$ cat config.mk
export PLATFORM = sky130hd
export DESIGN_NAME = pipe_reg_chain
export DESIGN_NICKNAME = d
export VERILOG_FILES = /design/src/rtl/pipe_reg_chain.sv
export SDC_FILE = /design/constraint.sdc
export NUM_CORES = 1
export LEC_CHECK = 0
export ABC_AREA = 1
export BUFFER_PORTS_ARGS = -buffer_cell sky130_fd_sc_hd__clkbuf_2
export CAP_MARGIN = 10
export CORE_ASPECT_RATIO = 1.2
export CORE_MARGIN = 2
export CORE_UTILIZATION = 50
export DETAILED_ROUTE_END_ITERATION = 12
export PLACE_DENSITY = 0.75
export SYNTH_ARGS = -nofsm -noshare
export SYNTH_HDL_FRONTEND = slang
export SYNTH_SLANG_ARGS = --single-unit
$ cat constraint.sdc
create_clock -name clk -period 1.67 [get_ports clk]
set_clock_uncertainty 0.1 [all_clocks]
set_input_delay 0.334 -clock clk [delete_from_list [all_inputs] [get_ports clk]]
set_output_delay 0.334 -clock clk [all_outputs]
set_load 0.02 [all_outputs]
$ cat src/rtl/pipe_reg_chain.sv
`default_nettype none
// ============================================================================
// Module      : pipe_reg_chain
// Description : Parametrised multi-stage pipeline register with per-stage
//               valid bits and valid/ready handshakes on both ends. Empty
//               stages accept from upstream even when downstream is stalled
//               (bubble collapsing), so the chain absorbs up to STAGES beats.
//               A synchronous flush drops every beat without touching data.
// Ports       : clk        - rising-edge clock
//               reset      - asynchronous active-low reset
//               flush      - synchronous clear of all valid bits
//               in_valid   - producer presents a beat
//               in_ready   - chain can accept a beat this cycle
//               in_data    - producer data (WIDTH bits)
//               out_valid  - last stage holds a beat
//               out_ready  - consumer accepts a beat this cycle
//               out_data   - last-stage data (WIDTH bits)
//               count      - number of valid stages, 0..STAGES
// Revision    : 1.0 - initial release
// ============================================================================
module pipe_reg_chain #(
  parameter int unsigned      WIDTH     = 32,
  parameter int unsigned      STAGES    = 3,
  parameter logic [WIDTH-1:0] RESET_VAL = '0
) (
  input  logic                         clk,
  input  logic                         reset,
  input  logic                         flush,
  input  logic                         in_valid,
  output logic                         in_ready,
  input  logic [WIDTH-1:0]             in_data,
  output logic                         out_valid,
  input  logic                         out_ready,
  output logic [WIDTH-1:0]             out_data,
  output logic [$clog2(STAGES+1)-1:0]  count
);

  localparam int unsigned CW = $clog2(STAGES + 1);

  logic [STAGES-1:0]            v_q;
  logic [STAGES-1:0]            v_d;
  logic [STAGES-1:0][WIDTH-1:0] d_q;
  logic [STAGES-1:0][WIDTH-1:0] d_in;
  logic [STAGES-1:0]            adv;
  logic [STAGES-1:0]            can_acc;
  logic [STAGES-1:0]            load;
  logic [CW-1:0]                count_q;
  logic [CW-1:0]                count_d;
  logic                         in_fire;
  logic                         out_fire;

  // Advance ripples from the output side toward the input side: a stage may
  // accept when it is empty or its own beat is leaving this edge.
  always_comb begin
    logic down_acc;
    adv      = '0;
    can_acc  = '0;
    down_acc = out_ready;
    for (int i = STAGES - 1; i >= 0; i--) begin
      adv[i]     = v_q[i] & down_acc;
      can_acc[i] = ~v_q[i] | adv[i];
      down_acc   = can_acc[i];
    end
  end

  assign in_ready = can_acc[0] & ~flush & reset;
  assign in_fire  = in_valid & in_ready;
  // A flush voids the output handshake on the same edge.
  assign out_fire = adv[STAGES-1] & ~flush;

  // Per-stage load enable and data source.
  for (genvar gi = 0; gi < STAGES; gi++) begin : g_stage
    if (gi == 0) begin : g_head
      assign load[gi] = in_fire;
      assign d_in[gi] = in_data;
    end else begin : g_body
      assign load[gi] = adv[gi-1] & ~flush;
      assign d_in[gi] = d_q[gi-1];
    end
  end

  // Next valid state: a new beat arriving wins over the current beat leaving.
  always_comb begin
    v_d = v_q;
    for (int i = 0; i < STAGES; i++) begin
      if (flush) begin
        v_d[i] = 1'b0;
      end else if (load[i]) begin
        v_d[i] = 1'b1;
      end else if (adv[i]) begin
        v_d[i] = 1'b0;
      end
    end
  end

  always_comb begin
    count_d = count_q;
    if (flush) begin
      count_d = '0;
    end else begin
      count_d = count_q + CW'(in_fire) - CW'(out_fire);
    end
  end

  // Data registers only load on an accepted beat; draining leaves them intact.
  always_ff @(posedge clk or negedge reset) begin
    if (!reset) begin
      v_q     <= '0;
      d_q     <= {STAGES{RESET_VAL}};
      count_q <= '0;
    end else begin
      v_q     <= v_d;
      count_q <= count_d;
      for (int i = 0; i < STAGES; i++) begin
        if (load[i]) begin
          d_q[i] <= d_in[i];
        end
      end
    end
  end

  assign out_valid = v_q[STAGES-1];
  assign out_data  = d_q[STAGES-1];
  assign count     = count_q;

endmodule
`default_nettype wire
==> results.py, run 1 <==
metrics = {
    "status": {
        "status": "finished clean",
    },
    "timing": {
        "fin_crit_sh": 0.9651,
        "final.min_clock_period_ns": 1.612,
        "setup_viol": 0,
        "report.final.slew_viol_count": 0,
        "relSlewSlack": 0.6456,
        "max_freq_ghz": 0.6205,
        "max_slew.worst_pin.slew_ns": 0.5316,
        "rsz0062_at_grt": "true",
        "hold_violations": 0,
        "fin_tns_setup_ns": 0,
    },
    "setup_path": {
        "crit_required_ns": 1.24,
        "rrSetupSlack_ns": 0.10,
        "crit_start": "v_q[2]$_DFFE_PN0P_",
        "r2r-start": "v_q[2]$_DFFE_PN0P_",
        "r2r-end": "count[0]$_DFF_PN0_",
        "startpoint_type": "flip-flop",
        "endpoint": "in_ready",
        "cp-end-kind": "output pin",
        "r2r_cells": 8,
        "crit_path_max_fanout": 4,
        "crit_arrival_ns": 1.18,
        "criticalPathCategory": "reg -> out",
    },
    "detailed_routing": {
        "vias_per_cell": 4.843,
        "detail-route-antenna-nets": 0,
        "wl_per_cell_um": 12.61,
        "num_vias": 2983,
        "routed_wl_um": 7767,
        "drt_iter0_drc": 200,
        "first_pass_iters": 4,
        "drc_errors": 0,
    },
    "floorplanning": {
        "die_w_um": 86.63,
        "rows": 36,
        "die_area_mm2": 0.008935,
        "coreArea_mm2": 0.008018,
        "start_util": 0.5109,
        "ios": 73,
        "die_y_um": 103.2,
    },
    "yosys": {
        "syn_area_mm2": 0.004096,
        "synth-seq-cells": 101,
        "async_flop_share": 1.000,
        "syn-num-nets": 483,
        "syn_area_per_cell_um2": 9.226,
        "yosys_warnings": 0,
        "synth-main-ff-cell": "dfrtp_1",
        "synth_area_leader_cell": "dfrtp_1",
        "synth.distinct_cells": 21,
        "syn_inst": 444,
        "synth_seq_area_share": 0.6170,
        "synth_top_area_frac": 0.6170,
        "synth.area.top_cells": "dfrtp_1, nand2_1, inv_1",
        "synth-edff-count": 0,
    },
    "finish": {
        "fin_util": 0.6027,
        "drive_above_1_share": 0.2188,
        "nFillCells": 726,
        "nNetsFinal": 555,
        "syn_to_final_growth_pct": 17.96,
        "antennaDiodeCount": 0,
    },
    "min_path": {
        "hold_class": "in -> reg",
    },
    "placement": {
        "io_buffer_count": 72,
        "post-dp-hpwl_um": 5200,
        "place.gp.congestion": 0.7753,
    },
    "cts": {
        "cts_sinks": 101,
        "htree_levels": 3,
        "clock_latency_ns": 0.38,
        "cts_tree": "yes",
        "cts_buffers": 9,
        "ctsLongestPathBuffers": 2,
        "cts-root-buf": "clkbuf_8",
        "clk_pin_slew_ns": 0.10,
    },
    "pwr": {
        "peakVddDrop_uv": 676.3,
        "powerDensity_mw_per_mm2": 1201,
        "leakage_nw": 2.581,
    },
    "flow_run": {
        "drv_cap": 0,
    },
    "global_routing": {
        "grt_pass1_wl_um": 12800,
        "use_met3": 0.04644,
        "met2_usage": 0.2923,
        "antenna_found_initial": 0,
        "grt_max_degree": 102,
        "grt_use_met1": 0.2468,
        "grt_pass1_vias": 2794,
        "grt_usage": 0.1883,
        "grt.overflow.total": 0,
        "busiest_layer": "met2",
    },
}
==> layout by cell type, fill, tap and decap left out, types with 2 or more instances in the layout <==
cell and instances:
nand2_1 132, dfrtp_1 99, clkbuf_2 70, inv_1 69
o21ai_0 49, nand4_1 32, o21ai_1 16, buf_4 12
clkbuf_8 9, nor2_1 4, buf_12 4, clkinv_2 3
nand3_2 2, clkinv_4 2, dfrtp_2 2
==> final cells by class <==
type | count | area, um^2 | share of cell area
Clock buffer | 9 | 123.9 | 0.02563
Clock inverter | 7 | 73.82 | 0.01528
Sequential cell | 101 | 2530 | 0.5236
Multi-Input combinational cell | 245 | 1176 | 0.2434
Timing Repair Buffer | 88 | 541.8 | 0.1121
Inverter | 71 | 267.8 | 0.05541
Tap cell | 95 | 118.9 | 0.02460
==> through the flow <==
step | area [um^2] | hold WS, ns | setup WS (ns) | total power [W] | instances
global route | 4832 | 0.07838 | -0.005837 | 0.006172 | 616
floorplan | 4138 | -0.06159 | -0.0001584 | 0.003885 | 444
CTS | 4801 | 0.07622 | 0.01005 | 0.005859 | 613
finish | 4832 | 0.08701 | 0.05836 | 0.005802 | 616
detailed placement | 4584 | 0.3482 | 0.04209 | 0.004310 | 595
global placement | 4584 | 0.3389 | 0.07666 | 0.004265 | 595
==> sequential cells by signal, indices dropped and copies added (netlist names) <==
| signal | cells |
|---|---|
| count | 2 |
| d_in | 64 |
| out_data | 32 |
| v_q | 3 |
==> per-layer routing <==
| metal | wire (um) | part of all wire |
|---|---|---|
| met5 | 0 | 0 |
| met4 | 222 | 0.029 |
| met3 | 314 | 0.040 |
| met2 | 3663 | 0.47 |
| met1 | 3566 | 0.46 |
==> cell families after synthesis <==
kind of cell,Yosys count,share of synthesized area
XOR/XNOR,1,0.002138
adder cells (fa/ha/maj),2,0.006108
AND/OR/NAND/NOR,175,0.1888
flip-flops,101,0.6170
buffers and inverters,98,0.1035
AO/OA/AOI/OAI,67,0.08247
==> worst max-delay path, stage by stage, from the launching register on <==
cell	delay, ns
dfrtp_2	0.41
nand4_4	0.14
nand2_2	0.10
inv_2	0.03
buf_6	0.12
==> synth_stat cells, types with 3 or more instances <==
library cell and number:
buf_2 8, nor2_1 4, buf_4 6, buf_6 3, clkbuf_1 8, nand4_1 32
nand3_2 3, nand2_1 133, o21ai_1 16, inv_1 70, o21ai_0 49, dfrtp_1 101
==> worst min path at each step <==
| stage | start | to | slack (ns) | cells past startpoint |
|---|---|---|---|---|
| final | in_data[31] | d_in[63]$_DFFE_PN0P_ | 0.09 | 3 |
| after global routing | in_data[31] | d_in[63]$_DFFE_PN0P_ | 0.08 | 3 |
| after CTS | in_data[31] | d_in[63]$_DFFE_PN0P_ | 0.08 | 3 |
| after detailed placement | reset | count[1]$_DFF_PN0_ | 0.35 | 2 |
| after global placement | reset | count[1]$_DFF_PN0_ | 0.34 | 2 |
| after floorplan | reset | count[0]$_DFF_PN0_ | -0.06 | 0 |
==> power by group <==
part / switching (W) / total (W) / leakage [nW] / internal, W
logic: 0.000681 / 0.00109 / 1.17 / 0.000408
registers: 0.000248 / 0.00316 / 1.31 / 0.00291
clock network: 0.000856 / 0.00155 / 0.0996 / 0.000698
total: 0.00178 / 0.00580 / 2.58 / 0.00402
==> what timing repair did <==
action | CTS | global route
gates resized for setup | 1 | 5
hold buffers | 1 | 0
hold endpoints to repair | 101 | 0
buffers inserted | 1 | 3
pin swaps | 0 | 2
endpoints found under the setup margin | 1 | 1
cloned | 0 | 0
No activity file was read; power rests on OpenSTA's default activity.
==> run 2, diff against run 1 <==
--- a/config.mk
+++ b/config.mk
@@ -5,14 +5,13 @@
 export SDC_FILE = /design/constraint.sdc
 export NUM_CORES = 1
 export LEC_CHECK = 0
-export ABC_AREA = 1
+export ABC_CLOCK_PERIOD_IN_PS = 1670
 export BUFFER_PORTS_ARGS = -buffer_cell sky130_fd_sc_hd__clkbuf_2
 export CAP_MARGIN = 10
 export CORE_ASPECT_RATIO = 1.2
 export CORE_MARGIN = 2
-export CORE_UTILIZATION = 50
+export CORE_UTILIZATION = 40
 export DETAILED_ROUTE_END_ITERATION = 12
-export PLACE_DENSITY = 0.75
 export SYNTH_ARGS = -nofsm -noshare
 export SYNTH_HDL_FRONTEND = slang
 export SYNTH_SLANG_ARGS = --single-unit
==> run 2 against run 1 <==
The flow now finishes with violations (negative hold slack, negative setup slack). Total power grew 22%. Non-clock buffer count grew 7. Final area grew 4.5%. Largest power group unchanged.
==> results.py, run 2 <==
metrics = {
    "status": {
        "status": "complete, but fails checks",
        "violations": "negative hold slack, negative setup slack",
    },
    "setup_path": {
        "crit_path_max_fanout": 6,
        "crit_arrival_ns": 1.97,
        "critPathBufInv": 2,
        "slowest_stage": "or3b_4",
        "rrSetupSlack_ns": -0.17,
        "r2r-start": "v_q[2]$_DFFE_PN0P_",
        "cp-end-kind": "flip-flop",
        "r2r_cells": 5,
        "criticalPathCategory": "reg -> reg",
        "r2r-end": "out_data[24]$_DFFE_PN0P_",
        "cpPeakStageDelay_ns": 0.46,
        "crit_chain": "nor2b_4, buf_4, or3b_4, clkbuf_16, mux2_4",
        "startpoint_type": "flip-flop",
        "crit_required_ns": 1.80,
        "cpLargestDelayFamily": "simple AND/OR/NAND/NOR gates",
    },
    "finish": {
        "syn_to_final_growth_pct": 26.05,
        "antennaDiodeCount": 0,
        "nNetsFinal": 365,
        "largest_reg_flops": 64,
        "drive_above_1_share": 0.6586,
        "multi_input_area_mm2": 0.001406,
        "nFillCells": 860,
        "mostFrequentLayoutCells": "dfrtp_1, clkbuf_2, mux2_2",
        "register_area_mm2": 0.002529,
        "layout_commonest_cell": "dfrtp_1",
    },
    "global_routing": {
        "grt_max_degree": 39,
        "grt.overflow.total": 0,
        "antenna_found_initial": 0,
        "grt_usage": 0.1392,
        "grt_pass1_vias": 2179,
        "grt_pass1_wl_um": 11280,
    },
    "yosys": {
        "syn_area_per_cell_um2": 17.34,
        "synth_area_leader_cell": "dfrtp_1",
        "yosysMostFrequentCell": "dfrtp_1",
        "synth-edff-count": 0,
        "synth-main-ff-cell": "dfrtp_1",
        "synth_seq_area_share": 0.6309,
        "ys_top_cells_by_count": "dfrtp_1, mux2_2, mux2_4",
        "syn_area_mm2": 0.004006,
        "synth_top_area_frac": 0.6309,
        "yosys_warnings": 0,
        "syn-num-nets": 270,
        "synth-seq-cells": 101,
        "async_flop_share": 1.000,
        "synth.area.top_cells": "dfrtp_1, mux2_2, mux2_4",
        "syn_inst": 231,
        "synth.distinct_cells": 22,
    },
    "timing": {
        "hold_violations": 27,
        "max_freq_ghz": 0.5422,
        "final.min_clock_period_ns": 1.844,
        "fin_crit_sh": 1.104,
        "fin_ws_ns": -0.1742,
        "max_slew.worst_pin.slew_ns": 0.4794,
        "worst_hold_slack_ns": -0.07595,
        "report.final.slew_viol_count": 0,
        "relSlewSlack": 0.6804,
        "rsz0062_at_grt": "true",
        "setup_viol": 72,
    },
    "detailed_routing": {
        "vias_per_cell": 4.670,
        "first_pass_iters": 4,
        "num_vias": 2134,
        "wl_per_cell_um": 15.78,
        "drt_iter0_drc": 56,
        "detail-route-antenna-nets": 0,
        "routed_wl_um": 7211,
        "drc_errors": 0,
    },
    "cts": {
        "htree_levels": 3,
        "clk_pin_slew_ns": 0.07,
        "clock_latency_ns": 0.34,
        "cts_sinks": 101,
        "cts-root-buf": "clkbuf_16",
        "cts_buffers": 9,
        "ctsLongestPathBuffers": 2,
        "cts_tree": "yes",
    },
    "flow_run": {
        "drv_cap": 0,
    },
    "floorplanning": {
        "die_y_um": 113.6,
        "die_w_um": 95.36,
        "ios": 73,
        "rows": 40,
        "start_util": 0.4063,
        "die_area_mm2": 0.01084,
        "coreArea_mm2": 0.009859,
    },
    "pwr": {
        "power_switching_w": 0.002008,
        "p_total_w": 0.007080,
        "combinationalPowerShare": 0.234,
        "pwr-share-clk": 0.272,
        "peakVddDrop_uv": 497.1,
        "powerDensity_mw_per_mm2": 1402,
        "p_seq_frac": 0.495,
        "switching_share": 0.2837,
        "p_int_w": 0.005072,
        "leakage_nw": 2.495,
    },
    "placement": {
        "post-place-ws_ns": -0.1353,
        "post-dp-hpwl_um": 4715,
        "place.gp.congestion": 0.6674,
        "io_buffer_count": 72,
    },
    "min_path": {
        "hold_class": "in -> async",
    },
}
## run 2: cell count changes in the layout (fill, tap and decap cells not counted), moves of 3 or more
cell,previous run,this run
nand2_1,132,2
inv_1,69,1
mux2_2,0,65
o21ai_0,49,0
nand4_1,32,0
mux2_4,0,30
o21ai_1,16,0
clkbuf_16,0,11
clkbuf_8,9,1
buf_6,1,4
## run 2: worst reg2reg max path, stage by stage, from the launching register on
cell and delay (ns):
dfrtp_2 0.40, nor2b_4 0.14, buf_4 0.13, or3b_4 0.46, clkbuf_16 0.21, mux2_4 0.29
## run 2: layout make-up
class | count | share of cell area
sequential | 101 | 0.5007
multi-input combinational | 116 | 0.2785
timing repair buffer | 95 | 0.1326
clock buffer | 9 | 0.04460
tap | 126 | 0.03122
clock inverter | 7 | 0.01016
inverter | 3 | 0.002230
## run 2: stage by stage
step	cell area, um^2	hold slack [ns]	util	TNS (ns)	cells
after global routing	5050	-0.04440	0.5122	-12.85	457
after CTS	4955	-0.07210	0.5025	-7.409	453
after detailed placement	4627	0.3050	0.4693	-6.475	435
final	5050	-0.07595	0.5122	-8.141	457
after global placement	4627	0.3038	0.4693	-5.863	435
after floorplan	4036	-0.06159	-	-4.265	231
## run 2: worst max-delay path by stage
| stage | startpoint | cells past startpoint | to | slack [ns] |
|---|---|---|---|---|
| after floorplan | v_q[2]$_DFFE_PN0P_ | 9 | count[1]$_DFF_PN0_ | -0.29 |
| after global placement | v_q[2]$_DFFE_PN0P_ | 4 | out_data[1]$_DFFE_PN0P_ | -0.12 |
| after detailed placement | out_ready | 5 | out_data[1]$_DFFE_PN0P_ | -0.14 |
| after CTS | v_q[2]$_DFFE_PN0P_ | 5 | in_ready | -0.17 |
| after global routing | v_q[2]$_DFFE_PN0P_ | 9 | count[1]$_DFF_PN0_ | -0.22 |
| final | v_q[2]$_DFFE_PN0P_ | 5 | out_data[24]$_DFFE_PN0P_ | -0.17 |
## run 2: power groups by stage
stage               Sequential [W]  Clock, W  Combinational, W
floorplan                  0.00381         0          0.000817
global placement           0.00353         0           0.00163
detailed placement         0.00355         0           0.00166
CTS                        0.00351   0.00200           0.00167
global route               0.00360   0.00210           0.00178
finish                     0.00350   0.00192           0.00165
## run 2: timing repair
| item | 4_1_cts | 5_1_grt |
|---|---|---|
| gates cloned | 0 | 3 |
| setup buffers | 2 | 1 |
| pin swaps | 2 | 2 |
| setup endpoints to repair | 59 | 67 |
| endpoints found under the hold margin | 27 | 27 |
| gates resized for setup | 8 | 5 |
## run 2: cells by family (layout without fill, tap and decap cells)
group / Yosys count / after routing / share of synthesized area
AO/OA/AOI/OAI: 4 / 4 / 0.01156
XOR/XNOR: 2 / 2 / 0.004373
adder cells (fa/ha/maj): 2 / 2 / 0.006245
buffers and inverters: 14 / 114 / 0.03185
flip-flops: 101 / 101 / 0.6309
multiplexers: 96 / 96 / 0.2979
AND/OR/NAND/NOR: 12 / 12 / 0.01718
## run 2: layer usage
layer  up-vias  GRT usage  routed length, um
met3        10    0.03765                322
met1      1085     0.1909               3286
li1        998          -                  -
met2        41     0.2047               3459
met5         -          0                  0
met4         0    0.06667                142
